--- src/rtl/exe_stage_mc_pkg.sv ---
// Shared encodings for the execute stage: command codes, forwarding selects
// and the multiply-sequencing state machine.
package exe_pkg;

   // Command encoding presented on cmd
   localparam logic [3:0] CMD_ADD = 4'b0000;
   localparam logic [3:0] CMD_SUB = 4'b0010;
   localparam logic [3:0] CMD_AND = 4'b0100;
   localparam logic [3:0] CMD_OR  = 4'b0101;
   localparam logic [3:0] CMD_NOR = 4'b0110;
   localparam logic [3:0] CMD_XOR = 4'b0111;
   localparam logic [3:0] CMD_SLL = 4'b1000;
   localparam logic [3:0] CMD_SRL = 4'b1001;
   localparam logic [3:0] CMD_SRA = 4'b1010;
   localparam logic [3:0] CMD_MUL = 4'b1100;

   // Forwarding selects; code 3 aliases the register value
   localparam logic [1:0] FWD_REG     = 2'd0;
   localparam logic [1:0] FWD_MEM     = 2'd1;
   localparam logic [1:0] FWD_WB      = 2'd2;
   localparam logic [1:0] FWD_REG_ALT = 2'd3;

   // Multiply sequencing states
   typedef enum logic [1:0] {
      IDLE = 2'd0,
      MUL  = 2'd1,
      HOLD = 2'd2
   } state_e;

   function automatic logic is_mul_cmd(input logic [3:0] cmd);
      return (cmd == CMD_MUL);
   endfunction

endpackage

--- src/rtl/exe_stage_mc_if.sv ---
// Bundle of the ID/EXE-facing inputs and the EXE/MEM-facing outputs.
interface exe_stage_mc_if #(parameter int WIDTH = 32);
   logic             in_valid;
   logic [3:0]       cmd;
   logic [WIDTH-1:0] val1;
   logic [WIDTH-1:0] val2;
   logic [WIDTH-1:0] st_value;
   logic [1:0]       val1_s;
   logic [1:0]       val2_s;
   logic [1:0]       st_s;
   logic [WIDTH-1:0] fwd_mem;
   logic [WIDTH-1:0] fwd_wb;
   logic             flush;
   logic             out_ready;
   logic             stall_out;
   logic             out_valid;
   logic [WIDTH-1:0] alu_result;
   logic [WIDTH-1:0] st_value_out;

   modport slave (
      input  in_valid, cmd, val1, val2, st_value, val1_s, val2_s, st_s,
             fwd_mem, fwd_wb, flush, out_ready,
      output stall_out, out_valid, alu_result, st_value_out
   );

   modport master (
      output in_valid, cmd, val1, val2, st_value, val1_s, val2_s, st_s,
             fwd_mem, fwd_wb, flush, out_ready,
      input  stall_out, out_valid, alu_result, st_value_out
   );
endinterface

--- src/rtl/exe_stage_mc_seq_multiplier.sv ---
// Radix-2 shift-add multiplier: one multiplier bit per cycle, WIDTH cycles.
// Only the low WIDTH bits of the product are kept.
module seq_multiplier #(parameter int WIDTH = 32) (
   input  logic             clk,
   input  logic             rst,
   input  logic             start,
   input  logic             abort,
   input  logic [WIDTH-1:0] a,
   input  logic [WIDTH-1:0] b,
   output logic             busy,
   output logic             done,
   output logic [WIDTH-1:0] product
);
   localparam int CW = $clog2(WIDTH);

   logic [WIDTH-1:0] mcand_q, mcand_d;
   logic [WIDTH-1:0] mplier_q, mplier_d;
   logic [WIDTH-1:0] acc_q, acc_d;
   logic [CW-1:0]    cnt_q, cnt_d;
   logic             busy_q, busy_d;
   logic [WIDTH-1:0] acc_sum_s;
   logic             done_s;

   // Next-state for one shift-add iteration, start capture or abort
   always_comb begin
      acc_sum_s = acc_q + (mplier_q[0] ? mcand_q : {WIDTH{1'b0}});
      done_s    = busy_q && (cnt_q == CW'(WIDTH - 1));
      mcand_d   = mcand_q;
      mplier_d  = mplier_q;
      acc_d     = acc_q;
      cnt_d     = cnt_q;
      busy_d    = busy_q;
      if (abort) begin
         busy_d = 1'b0;
         cnt_d  = {CW{1'b0}};
      end else if (start) begin
         mcand_d  = a;
         mplier_d = b;
         acc_d    = {WIDTH{1'b0}};
         cnt_d    = {CW{1'b0}};
         busy_d   = 1'b1;
      end else if (busy_q) begin
         acc_d    = acc_sum_s;
         mcand_d  = {mcand_q[WIDTH-2:0], 1'b0};
         mplier_d = {1'b0, mplier_q[WIDTH-1:1]};
         if (done_s) begin
            busy_d = 1'b0;
            cnt_d  = {CW{1'b0}};
         end else begin
            cnt_d  = cnt_q + CW'(1);
         end
      end else begin
         busy_d = 1'b0;
      end
   end

   // Operand, accumulator and counter registers
   always_ff @(posedge clk or negedge rst) begin
      if (!rst) begin
         mcand_q  <= {WIDTH{1'b0}};
         mplier_q <= {WIDTH{1'b0}};
         acc_q    <= {WIDTH{1'b0}};
         cnt_q    <= {CW{1'b0}};
         busy_q   <= 1'b0;
      end else begin
         mcand_q  <= mcand_d;
         mplier_q <= mplier_d;
         acc_q    <= acc_d;
         cnt_q    <= cnt_d;
         busy_q   <= busy_d;
      end
   end

   // During the last iteration the product is the accumulator plus the final partial
   assign busy    = busy_q;
   assign done    = done_s;
   assign product = busy_q ? acc_sum_s : acc_q;
endmodule

--- src/rtl/exe_stage_mc.sv ---
// Execute stage: forwarding muxes, single-cycle ALU, iterative multiply and a
// registered EXE/MEM output with valid/ready backpressure.
module exe_stage_mc #(parameter int WIDTH = 32) (
   input logic           clk,
   input logic           rst,
   exe_stage_mc_if.slave bus
);
   import exe_pkg::*;

   localparam int SHW = $clog2(WIDTH);

   function automatic logic [WIDTH-1:0] fwd_mux(input logic [1:0] sel,
      input logic [WIDTH-1:0] reg_v, input logic [WIDTH-1:0] mem_v,
      input logic [WIDTH-1:0] wb_v);
      case (sel)
         FWD_MEM: fwd_mux = mem_v;
         FWD_WB:  fwd_mux = wb_v;
         default: fwd_mux = reg_v;
      endcase
   endfunction

   state_e           state_q, state_d;
   logic             out_valid_q, out_valid_d;
   logic [WIDTH-1:0] alu_result_q, alu_result_d;
   logic [WIDTH-1:0] st_value_out_q, st_value_out_d;
   logic [WIDTH-1:0] st_cap_q, st_cap_d;

   logic [WIDTH-1:0] val1_fd_s, val2_fd_s, st_fd_s, alu_s, mul_product_s;
   logic [SHW-1:0]   shamt_s;
   logic             can_load_s, accept_s, mul_start_s, mul_busy_s, mul_done_s;

   // Forwarding muxes and the single-cycle ALU
   always_comb begin
      val1_fd_s = fwd_mux(bus.val1_s, bus.val1, bus.fwd_mem, bus.fwd_wb);
      val2_fd_s = fwd_mux(bus.val2_s, bus.val2, bus.fwd_mem, bus.fwd_wb);
      st_fd_s   = fwd_mux(bus.st_s, bus.st_value, bus.fwd_mem, bus.fwd_wb);
      shamt_s   = val2_fd_s[SHW-1:0];
      alu_s     = {WIDTH{1'b0}};
      case (bus.cmd)
         CMD_ADD: alu_s = val1_fd_s + val2_fd_s;
         CMD_SUB: alu_s = val1_fd_s - val2_fd_s;
         CMD_AND: alu_s = val1_fd_s & val2_fd_s;
         CMD_OR:  alu_s = val1_fd_s | val2_fd_s;
         CMD_NOR: alu_s = ~(val1_fd_s | val2_fd_s);
         CMD_XOR: alu_s = val1_fd_s ^ val2_fd_s;
         CMD_SLL: alu_s = val1_fd_s << shamt_s;
         CMD_SRL: alu_s = val1_fd_s >> shamt_s;
         CMD_SRA: alu_s = $unsigned($signed(val1_fd_s) >>> shamt_s);
         default: alu_s = {WIDTH{1'b0}};
      endcase
   end

   assign can_load_s = !out_valid_q || bus.out_ready;
   assign accept_s   = bus.in_valid && (state_q == IDLE) && can_load_s && !bus.flush;

   seq_multiplier #(.WIDTH(WIDTH)) u_mul (
      .clk     (clk),
      .rst     (rst),
      .start   (mul_start_s),
      .abort   (bus.flush),
      .a       (val1_fd_s),
      .b       (val2_fd_s),
      .busy    (mul_busy_s),
      .done    (mul_done_s),
      .product (mul_product_s)
   );

   // Sequencing of accepts, multiply completion and the output register
   always_comb begin
      state_d        = state_q;
      out_valid_d    = out_valid_q;
      alu_result_d   = alu_result_q;
      st_value_out_d = st_value_out_q;
      st_cap_d       = st_cap_q;
      mul_start_s    = 1'b0;
      if (out_valid_q && bus.out_ready) begin
         out_valid_d = 1'b0;
      end else begin
         out_valid_d = out_valid_q;
      end
      if (bus.flush) begin
         out_valid_d = 1'b0;
         state_d     = IDLE;
      end else begin
         case (state_q)
            IDLE: begin
               if (accept_s && is_mul_cmd(bus.cmd)) begin
                  mul_start_s = 1'b1;
                  st_cap_d    = st_fd_s;
                  state_d     = MUL;
               end else if (accept_s) begin
                  alu_result_d   = alu_s;
                  st_value_out_d = st_fd_s;
                  out_valid_d    = 1'b1;
               end else begin
                  state_d = IDLE;
               end
            end
            MUL: begin
               if (mul_done_s && can_load_s) begin
                  alu_result_d   = mul_product_s;
                  st_value_out_d = st_cap_q;
                  out_valid_d    = 1'b1;
                  state_d        = IDLE;
               end else if (mul_done_s) begin
                  state_d = HOLD;
               end else if (!mul_busy_s) begin
                  // multiplier lost its job: recover rather than hang
                  state_d = IDLE;
               end else begin
                  state_d = MUL;
               end
            end
            HOLD: begin
               if (can_load_s) begin
                  alu_result_d   = mul_product_s;
                  st_value_out_d = st_cap_q;
                  out_valid_d    = 1'b1;
                  state_d        = IDLE;
               end else begin
                  state_d = HOLD;
               end
            end
            default: begin
               state_d     = IDLE;
               out_valid_d = 1'b0;
            end
         endcase
      end
   end

   // Pipeline state and output registers
   always_ff @(posedge clk or negedge rst) begin
      if (!rst) begin
         state_q        <= IDLE;
         out_valid_q    <= 1'b0;
         alu_result_q   <= {WIDTH{1'b0}};
         st_value_out_q <= {WIDTH{1'b0}};
         st_cap_q       <= {WIDTH{1'b0}};
      end else begin
         state_q        <= state_d;
         out_valid_q    <= out_valid_d;
         alu_result_q   <= alu_result_d;
         st_value_out_q <= st_value_out_d;
         st_cap_q       <= st_cap_d;
      end
   end

   assign bus.stall_out    = (state_q != IDLE) || (bus.in_valid && !can_load_s);
   assign bus.out_valid    = out_valid_q;
   assign bus.alu_result   = alu_result_q;
   assign bus.st_value_out = st_value_out_q;
endmodule
--- src/flat_wrapper.sv ---
// flat-port wrapper written by rule: the top's interface ports become plain ports
module exe_stage_mc_flat import exe_pkg::*;
#(parameter int WIDTH = 32)
  (clk, rst, bus_in_valid, bus_cmd, bus_val1, bus_val2, bus_st_value, bus_val1_s, bus_val2_s, bus_st_s, bus_fwd_mem, bus_fwd_wb, bus_flush, bus_out_ready, bus_stall_out, bus_out_valid, bus_alu_result, bus_st_value_out);
  exe_stage_mc_if #(.WIDTH(WIDTH)) bus_i ();
  input logic clk;
  input logic rst;
  input wire logic [$bits(bus_i.in_valid)-1:0] bus_in_valid;
  input wire logic [$bits(bus_i.cmd)-1:0] bus_cmd;
  input wire logic [$bits(bus_i.val1)-1:0] bus_val1;
  input wire logic [$bits(bus_i.val2)-1:0] bus_val2;
  input wire logic [$bits(bus_i.st_value)-1:0] bus_st_value;
  input wire logic [$bits(bus_i.val1_s)-1:0] bus_val1_s;
  input wire logic [$bits(bus_i.val2_s)-1:0] bus_val2_s;
  input wire logic [$bits(bus_i.st_s)-1:0] bus_st_s;
  input wire logic [$bits(bus_i.fwd_mem)-1:0] bus_fwd_mem;
  input wire logic [$bits(bus_i.fwd_wb)-1:0] bus_fwd_wb;
  input wire logic [$bits(bus_i.flush)-1:0] bus_flush;
  input wire logic [$bits(bus_i.out_ready)-1:0] bus_out_ready;
  output wire logic [$bits(bus_i.stall_out)-1:0] bus_stall_out;
  output wire logic [$bits(bus_i.out_valid)-1:0] bus_out_valid;
  output wire logic [$bits(bus_i.alu_result)-1:0] bus_alu_result;
  output wire logic [$bits(bus_i.st_value_out)-1:0] bus_st_value_out;
  assign bus_i.in_valid = bus_in_valid;
  assign bus_i.cmd = bus_cmd;
  assign bus_i.val1 = bus_val1;
  assign bus_i.val2 = bus_val2;
  assign bus_i.st_value = bus_st_value;
  assign bus_i.val1_s = bus_val1_s;
  assign bus_i.val2_s = bus_val2_s;
  assign bus_i.st_s = bus_st_s;
  assign bus_i.fwd_mem = bus_fwd_mem;
  assign bus_i.fwd_wb = bus_fwd_wb;
  assign bus_i.flush = bus_flush;
  assign bus_i.out_ready = bus_out_ready;
  assign bus_stall_out = bus_i.stall_out;
  assign bus_out_valid = bus_i.out_valid;
  assign bus_alu_result = bus_i.alu_result;
  assign bus_st_value_out = bus_i.st_value_out;
  exe_stage_mc #(.WIDTH(WIDTH)) u_core (.clk(clk), .rst(rst), .bus(bus_i));
endmodule
--- config.mk ---
export PLATFORM = sky130hd
export DESIGN_NAME = exe_stage_mc_flat
export DESIGN_NICKNAME = d
export VERILOG_FILES = /design/src/rtl/exe_stage_mc_pkg.sv /design/src/rtl/exe_stage_mc_if.sv /design/src/rtl/exe_stage_mc_seq_multiplier.sv /design/src/rtl/exe_stage_mc.sv /design/src/flat_wrapper.sv
export SDC_FILE = /design/constraint.sdc
export NUM_CORES = 1
export LEC_CHECK = 0
export ABC_CLOCK_PERIOD_IN_PS = 4800
export BUFFER_PORTS_ARGS = -buffer_cell sky130_fd_sc_hd__buf_2
export CAP_MARGIN = 30
export CORE_ASPECT_RATIO = 0.5
export CORE_MARGIN = 5
export CORE_UTILIZATION = 40
export CTS_BUF_LIST = sky130_fd_sc_hd__clkbuf_4 sky130_fd_sc_hd__clkbuf_8
export DETAILED_ROUTE_END_ITERATION = 8
export HOLD_SLACK_MARGIN = 0.02
export PLACE_DENSITY = 0.62
export SYNTH_ARGS = -nofsm -noshare
export SYNTH_HDL_FRONTEND = slang
export SYNTH_SLANG_ARGS = --single-unit
--- constraint.sdc ---
create_clock -name clk -period 4.8 [get_ports clk]
set_clock_uncertainty 0.05 [all_clocks]
set_input_delay 0.72 -clock clk [delete_from_list [all_inputs] [get_ports clk]]
set_output_delay 0.72 -clock clk [all_outputs]
set_load 0.05 [all_outputs]
==> run metrics, run 1 <==
Max Fclk=between 200 and 250 MHz; simple-gate share of the synthesized area=17.4%; failing checks=negative hold slack, negative setup slack; Core Area=52000 sq um; maxcap violations=0; post-synth net total=3078; Pleak=12.4 nW; cell count of the worst reg-to-reg path=14; relative slew slack=between 20% and 30%; Die Y=approximately 170 um; Num CTS Buffers=34; drt pass-1 iters=6; dpl hpwl=roughly 83000 um; fin util=50.8%; Remaining DRCs=0; FP Rows=59; Final ANT Viol Nets=0; area leader, netlist=dfrtp_1; outcome=finished, violations left; synthesized cell area=21100 sq um; DR WL/cell=26.6 um; Yosys top cell area share=between 20% and 30%; Post-Route WL=~100000 um; flops & latches, synth=around 200; vias in the first global route=roughly 22000; post-synthesis xor/xnor area fraction=around 3.1%; CTS tree=done; Post-synth EDFFs=0; CP max stage delay=between 0.5 and 0.6 ns; Iteration-0 DRC Markers=approximately 2900; layout overhead on the synthesized area=25.5%; crit path DAT=~5.3 ns; Async S/R FF share, synth=between 90% and 100%; Max Root-Sink Buffers=3; mux share of post-synthesis cell area=a little under an eighth; Initial Utilization=between 40% and 50%; htree depth=2; clk sinks=about 200; sequential share of the synthesized area=23.9%; via count=approximately 24000; Post-synth top flop=dfrtp_1; layout cell share with drive strength beyond 1=approximately a quarter; Pwr Density=roughly 320 nW/um^2; die area=57600 sq um; CTS Hold Bufs=0; Clock Tree Root=clkbuf_8; Period minus WS final=between 4 and 5 ns; I/O Pins=between 200 and 250; Final Cycle Share=101%; I/O Buffers=240; GR Util All Layers=between 30% and 40%; commonest cells after routing, fill and taps aside=buf_4, nand2_1, nor2_1; n_diodes=0; grt ovf=0; antenna violations before repair=6; largest net degree at the start of global routing=around 130; crit-path max FO=6; # setup viols final=1; Setup TNS=-0.0400 ns; clk slew on worst S/H paths=0.06 ns; Final nets=roughly 3500; leading cell type in the layout, fill and taps excluded=buf_4; dominant combinational cell family by area after synthesis=compound AO/OA/AOI/OAI gates; top cells by area, synth=dfrtp_1, ha_1, mux2i_1, a21oi_1, o21ai_0; first-pass GRT wire length=approximately 150000 um; Final Worst Setup Slack=-0.0400 ns; critical path, cell by cell=buf_8 -> ha_4 -> buf_8 -> a221oi_4 -> o22ai_4 -> nor4_4 -> nand4_4 -> buf_12 -> nor3_4 -> and3_4 -> and2_4 -> a21oi_1 -> xnor2_1 -> ha_1 -> nor2b_1 -> or4_1 -> nor3_2 -> buf_4 -> o41ai_4 -> a21oi_2 -> xnor2_1 -> a21oi_1 -> o22ai_1; Netlist cell types=between 90 and 100; Max VDD drop=0.217 mV; CP max-delay cell=or4_1; Hold Violations, Final=5; Worst Tran Pin Value=1.18 ns; type of origin of the critical path=primary input; CP Data Required Time=approximately 5.2 ns; Yosys warning count=0; type of the tightest min-delay check=in2async; Compound-Gate Fraction of Synth Area=~29%; Crit Path Class=in2reg; Adder-Cell Fraction of Synth Area=8.80%; Worst-Skew Late Latency=0.59 ns; worst hold slack=-0.0181 ns; fin. max-slew vios=0; Via density=~6.0; die width=335 um; GP Congestion=between 1 and 1.5; syn avg cell area=between 7 and 8 sq um; kind of end point of the critical path=flip-flop; Mapped Cells=between 2000 and 3000; RSZ-0062 raised after global routing=yes
-- report_power, final --
part	total (W)	switching [W]	leakage, nW	internal, W
sequential	0.00201	0.000124	2.70	0.00188
combinational	0.00465	0.00291	9.32	0.00174
clock	0.00167	0.000790	0.368	0.000879
-- metal layers --
layer,global-route usage (%),part of all wire (%),routed length [um]
met5,0,0.053,55
met4,7.98,2.7,2820
met3,15.4,13,13800
met2,48.8,39,40600
met1,49.8,45,47100
-- layout make-up --
type                    count  area [sq um]
fillers                  5203         25600
multi-input cells        2244         15100
clock buffers              48           604
inverters                 107           404
flip-flops and latches    201          5030
clock inverters             8          96.3
repair buffers            626          4280
well taps                 701           877
-- flip-flops by register name, indices dropped and copies added, names as in the netlist --
signal,flops
u_core.u_mul.cnt_q,5
u_core.u_mul.acc_q,32
u_core.bus.alu_result,32
u_core.u_mul.mplier_q,32
u_core.u_mul.mcand_q,32
u_core.st_cap_q,32
u_core.bus.out_valid,1
u_core.state_q,2
u_core.bus.st_value_out,32
u_core.u_mul.busy,1
-- final timing paths --
path	start	to	slack, ns
setup / recovery	bus_val2_s[1]	u_core.bus.alu_result[29]$_DFFE_PN0P_	-0.04
hold / removal	rst	u_core.u_mul.mplier_q[6]$_DFFE_PN0P_	-0.02
setup reg to reg	u_core.u_mul.mplier_q[0]$_DFFE_PN0P_	u_core.bus.alu_result[29]$_DFFE_PN0P_	0.56
hold reg to reg	u_core.bus.st_value_out[14]$_DFFE_PN0P_	u_core.bus.st_value_out[14]$_DFFE_PN0P_	0.42
max in group asynchronous	rst	u_core.u_mul.acc_q[16]$_DFFE_PN0N_	3.25
min in group clk	bus_flush	u_core.bus.out_valid$_DFF_PN0_	0.40
-- worst max-delay path: cells and delay by family --
kind | cells | cell delay, ns
compound gates | 7 | 0.92
xor+xnor | 2 | 0.27
fa+ha+maj | 2 | 0.56
buf+inv | 4 | 0.59
simple gates | 8 | 2.19
-- kinds of logic (layout without fill, tap and decap cells) --
family / count (synthesis) / in the layout
buffers and inverters: 311 / 789
AO/OA/AOI/OAI: 980 / 980
flip-flops: 201 / 201
adder cells (fa/ha/maj): 147 / 147
XOR/XNOR: 75 / 75
AND/OR/NAND/NOR: 827 / 827
multiplexers: 215 / 215
-- stage by stage --
stage / instances / setup WS [ns] / total power, W / instance area [sq um]
CTS: 3923 / 0.0369 / 0.00812 / 26100
global placement: 3867 / -0.500 / 0.00640 / 25400
global route: 3935 / -0.132 / 0.00869 / 26400
finish: 3935 / -0.0400 / 0.00833 / 26400
floorplan: 2756 / 0.0289 / 0.00447 / 21200
detailed placement: 3867 / -0.627 / 0.00642 / 25400
-- synth_stat cells (12+ instances only) --
library cell  number
xnor2_1           62
a221oi_1          20
mux2i_1          144
a22o_1            16
a221o_1           18
buf_4             12
o21ai_1           31
o211ai_1          32
clkbuf_1         127
mux2_2            56
nand4_1           12
nor3_1            33
nand2b_1          21
o21a_1            28
nor2_1           295
ha_1             145
inv_1             98
and3_1            13
o22ai_1           19
a31oi_1           14
a211oi_1          46
dfrtp_1          201
buf_1             24
nand3_1           31
and2_1            37
xor2_1            13
nor2b_1           28
o21ai_0          243
a21o_1            24
a21oi_1          281
a22oi_1           83
nand2_1          312
buf_2             36
-- repair_timing --
item / 4_1_cts / 5_1_grt
endpoints found under the hold margin: 0 / 0
buffers inserted: 0 / 12
endpoints found under the setup margin: 5 / 17
pin swaps: 0 / 31
gates resized for setup: 2 / 61
Power figures use the tool's default switching activity.
==> run 2, diff against run 1 <==
ABC_AREA = 1   (was not set)
ABC_CLOCK_PERIOD_IN_PS = 6200   (was 4800)
clock period = 6.2 ns   (was 4.8 ns; I/O delays follow)
==> run 2 against run 1 <==
Compared with the run above:
- power down 15%
- cell count up 17%
- routed wire length down 0.95%
- critical path depth up 4
- the flow now finishes without violations
- sequential cell count unchanged
- largest cell class unchanged
- combinational power down 15%
- die area up 3.5%
- register-to-register slack better by 1.9 ns
- clock power down 23%
- highest routed layer unchanged
- worst hold slack better by 0.32 ns
- global-route usage down 1.6 points
- synthesized area up 3.7%
==> run metrics, run 2 <==
outcome=completed; simple-gate share of the synthesized area=42.6%; first-pass GRT wire length=around 150000 um; reg2reg setup slack=roughly 2.5 ns; Placement Setup Slack=around 0.52 ns; Adder-Cell Fraction of Synth Area=under 10%; Setup TNS=0 ns; FP Rows=60; number of fill cells=between 5000 and 6000; type of origin of the critical path=primary input; crit-path max FO=46; Post-synth EDFFs=0; RSZ-0062 raised after global routing=no; I/O Pins=around 240; maxcap violations=0; grt ovf=0; dpl hpwl=~80000 um; # resized after CTS=0; Final ANT Viol Nets=0; Core Area=between 50000 and 60000 sq um; Worst-Skew Late Latency=0.58 ns; Die Y=around 180 um; relative slew slack=roughly a third; syn avg cell area=roughly 5.9 sq um; dominant combinational cell family by area after synthesis=simple AND/OR/NAND/NOR gates; commonest cells in the netlist=nand2_1, nand3_1, nor2_1; Yosys top cell area share=23.0%; top cells by area, synth=dfrtp_1, nand2_1, nand3_1, ha_1, o21ai_0; commonest cells after routing, fill and taps aside=nand2_1, nand3_1, nor2_1; Num CTS Buffers=34; # setup viols final=0; largest net degree at the start of global routing=about 130; fin. max-slew vios=0; layout overhead on the synthesized area=11.8%; Initial Utilization=approximately 40%; mux share of post-synthesis cell area=0%; via count=about 27000; I/O Buffers=240; vias in the first global route=between 20000 and 25000; synthesized cell area=21800 sq um; Final Cycle Share=85.6%; flops & latches, synth=about 200; GP Congestion=around 1.1; Max Root-Sink Buffers=3; Yosys warning count=0; Post-synth top flop=dfrtp_1; post-synth net total=roughly 4000; reg-to-reg endpoint=u_core.bus.alu_result[18]$_DFFE_PN0P_; Worst Tran Pin Value=0.975 ns; CTS Hold Bufs=0; post-synthesis xor/xnor area fraction=roughly 1.7%; sequential share of the synthesized area=a little under a quarter; die width=about 340 um; Iteration-0 DRC Markers=between 3000 and 4000; DR WL/cell=roughly 23 um; Crit Path Class=in2reg; fin cells=4598; placed cells=~4500; GR Util All Layers=approximately 33%; Remaining DRCs=0; Post-CTS Setup Bufs=0; Final Worst Setup Slack=0.893 ns; Hold Violations, Final=0; Critical path origin=bus_val2_s[0]; CP Data Required Time=around 6.7 ns; Via density=slightly below 6; Pwr Density=between 200 and 300 nW/um^2; Mapped Cells=3707; Design Power=0.00708 W; die area=between 50000 and 60000 sq um; Period minus WS final=between 5 and 6 ns; clk sinks=around 200; leading cell type in the layout, fill and taps excluded=nand2_1; htree depth=2; Max VDD drop=between 0.2 and 0.25 mV; CP Capture Point=u_core.bus.alu_result[26]$_DFFE_PN0P_; Netlist cell types=48; drt pass-1 iters=6; cell count of the worst reg-to-reg path=19; Final nets=approximately 4200; Async S/R FF share, synth=100%; Compound-Gate Fraction of Synth Area=15.4%; kind of end point of the critical path=flip-flop; Clock Tree Root=clkbuf_8; area leader, netlist=dfrtp_1; type of the tightest min-delay check=in2async; CTS tree=done; clk slew on worst S/H paths=approximately 0.070 ns; Pleak=12.6 nW; Post-Route WL=~100000 um; antenna violations before repair=7; Max Fclk=around 190 MHz; layout cell share with drive strength beyond 1=a little under an eighth; crit path DAT=between 5 and 6 ns; worst r2r src=u_core.u_mul.mplier_q[0]$_DFFE_PN0P_; most frequent cell after synthesis=nand2_1
==> run 2: through the flow <==
stage / instance area (sq um) / hold WS (ns) / utilization, %
final: 24400 / 0.298 / 45.3
after global routing: 24400 / 0.336 / 45.3
after CTS: 24400 / 0.306 / 45.3
after detailed placement: 23700 / 0.415 / 44.0
after global placement: 23700 / 0.410 / 43.9
after floorplan: 21800 / 0.398 / -
==> run 2: how the worst min path moves through the flow <==
stage                                                         end  slack, ns                                   from  cells past startpoint
after floorplan             u_core.u_mul.mplier_q[10]$_DFFE_PN0P_       0.40  u_core.u_mul.mplier_q[10]$_DFFE_PN0P_                      2
after global placement      u_core.u_mul.mplier_q[12]$_DFFE_PN0P_       0.41  u_core.u_mul.mplier_q[12]$_DFFE_PN0P_                      2
after detailed placement           u_core.st_cap_q[0]$_DFFE_PN0P_       0.42         u_core.st_cap_q[0]$_DFFE_PN0P_                      2
after CTS                 u_core.bus.st_value_out[17]$_DFFE_PN0P_       0.31                                    rst                      1
after global routing      u_core.bus.st_value_out[17]$_DFFE_PN0P_       0.34                                    rst                      1
final                     u_core.bus.st_value_out[17]$_DFFE_PN0P_       0.30                                    rst                      1
==> run 2: layer usage <==
| metal | GRT usage [%] | up-vias | wire length, um |
|---|---|---|---|
| li1 | - | 12500 | - |
| met5 | 0 | - | 41 |
| met3 | 8.40 | 207 | 11300 |
| met1 | 47.7 | 12500 | 45500 |
| met2 | 49.7 | 1427 | 42600 |
| met4 | 10.7 | 6 | 4000 |
==> run 2: final cells by class <==
type	instances	area, sq um	area share (%)
repair buffers	303	1730	7.09
multi-input cells	3018	14900	61.1
clock inverters	8	63.8	0.261
inverters	299	1130	4.61
well taps	713	892	3.65
flip-flops and latches	201	5030	20.6
diodes	5	12.5	0.0512
clock buffers	51	639	2.62
==> run 2: power by group <==
part / switching [W] / internal [W] / total [W]
clock network: 0.000618 / 0.000668 / 0.00129
registers: 0.000229 / 0.00162 / 0.00185
logic: 0.00282 / 0.00113 / 0.00395
==> run 2: logic make-up (layout without fill, tap and decap cells) <==
| group | count (synthesis) | after routing |
|---|---|---|
| other | 0 | 5 |
| flip-flops | 201 | 201 |
| AND/OR/NAND/NOR | 2221 | 2221 |
| AO/OA/AOI/OAI | 607 | 607 |
| adder cells (fa/ha/maj) | 147 | 147 |
| buffers and inverters | 488 | 661 |
| XOR/XNOR | 43 | 43 |
==> run 2: critical path: stages <==
cell and delay, ns:
buf_2 0.10, inv_1 0.04, ha_1 0.32, inv_2 0.24
buf_4 0.44, nand3_1 0.13, nand2_1 0.28, nand2_1 0.11
nor2_2 0.18, nand2_1 0.09, nor2_2 0.17, inv_1 0.07
nor2_1 0.13, nand2_1 0.09, o21ai_1 0.16, xor2_1 0.25
ha_1 0.29, inv_1 0.10, nor3_1 0.48, nand2_1 0.13
nor2_1 0.11, nand2_1 0.09, nand4_1 0.10, nand3_1 0.22
nand4_1 0.24, nand2_1 0.09, a21oi_1 0.15
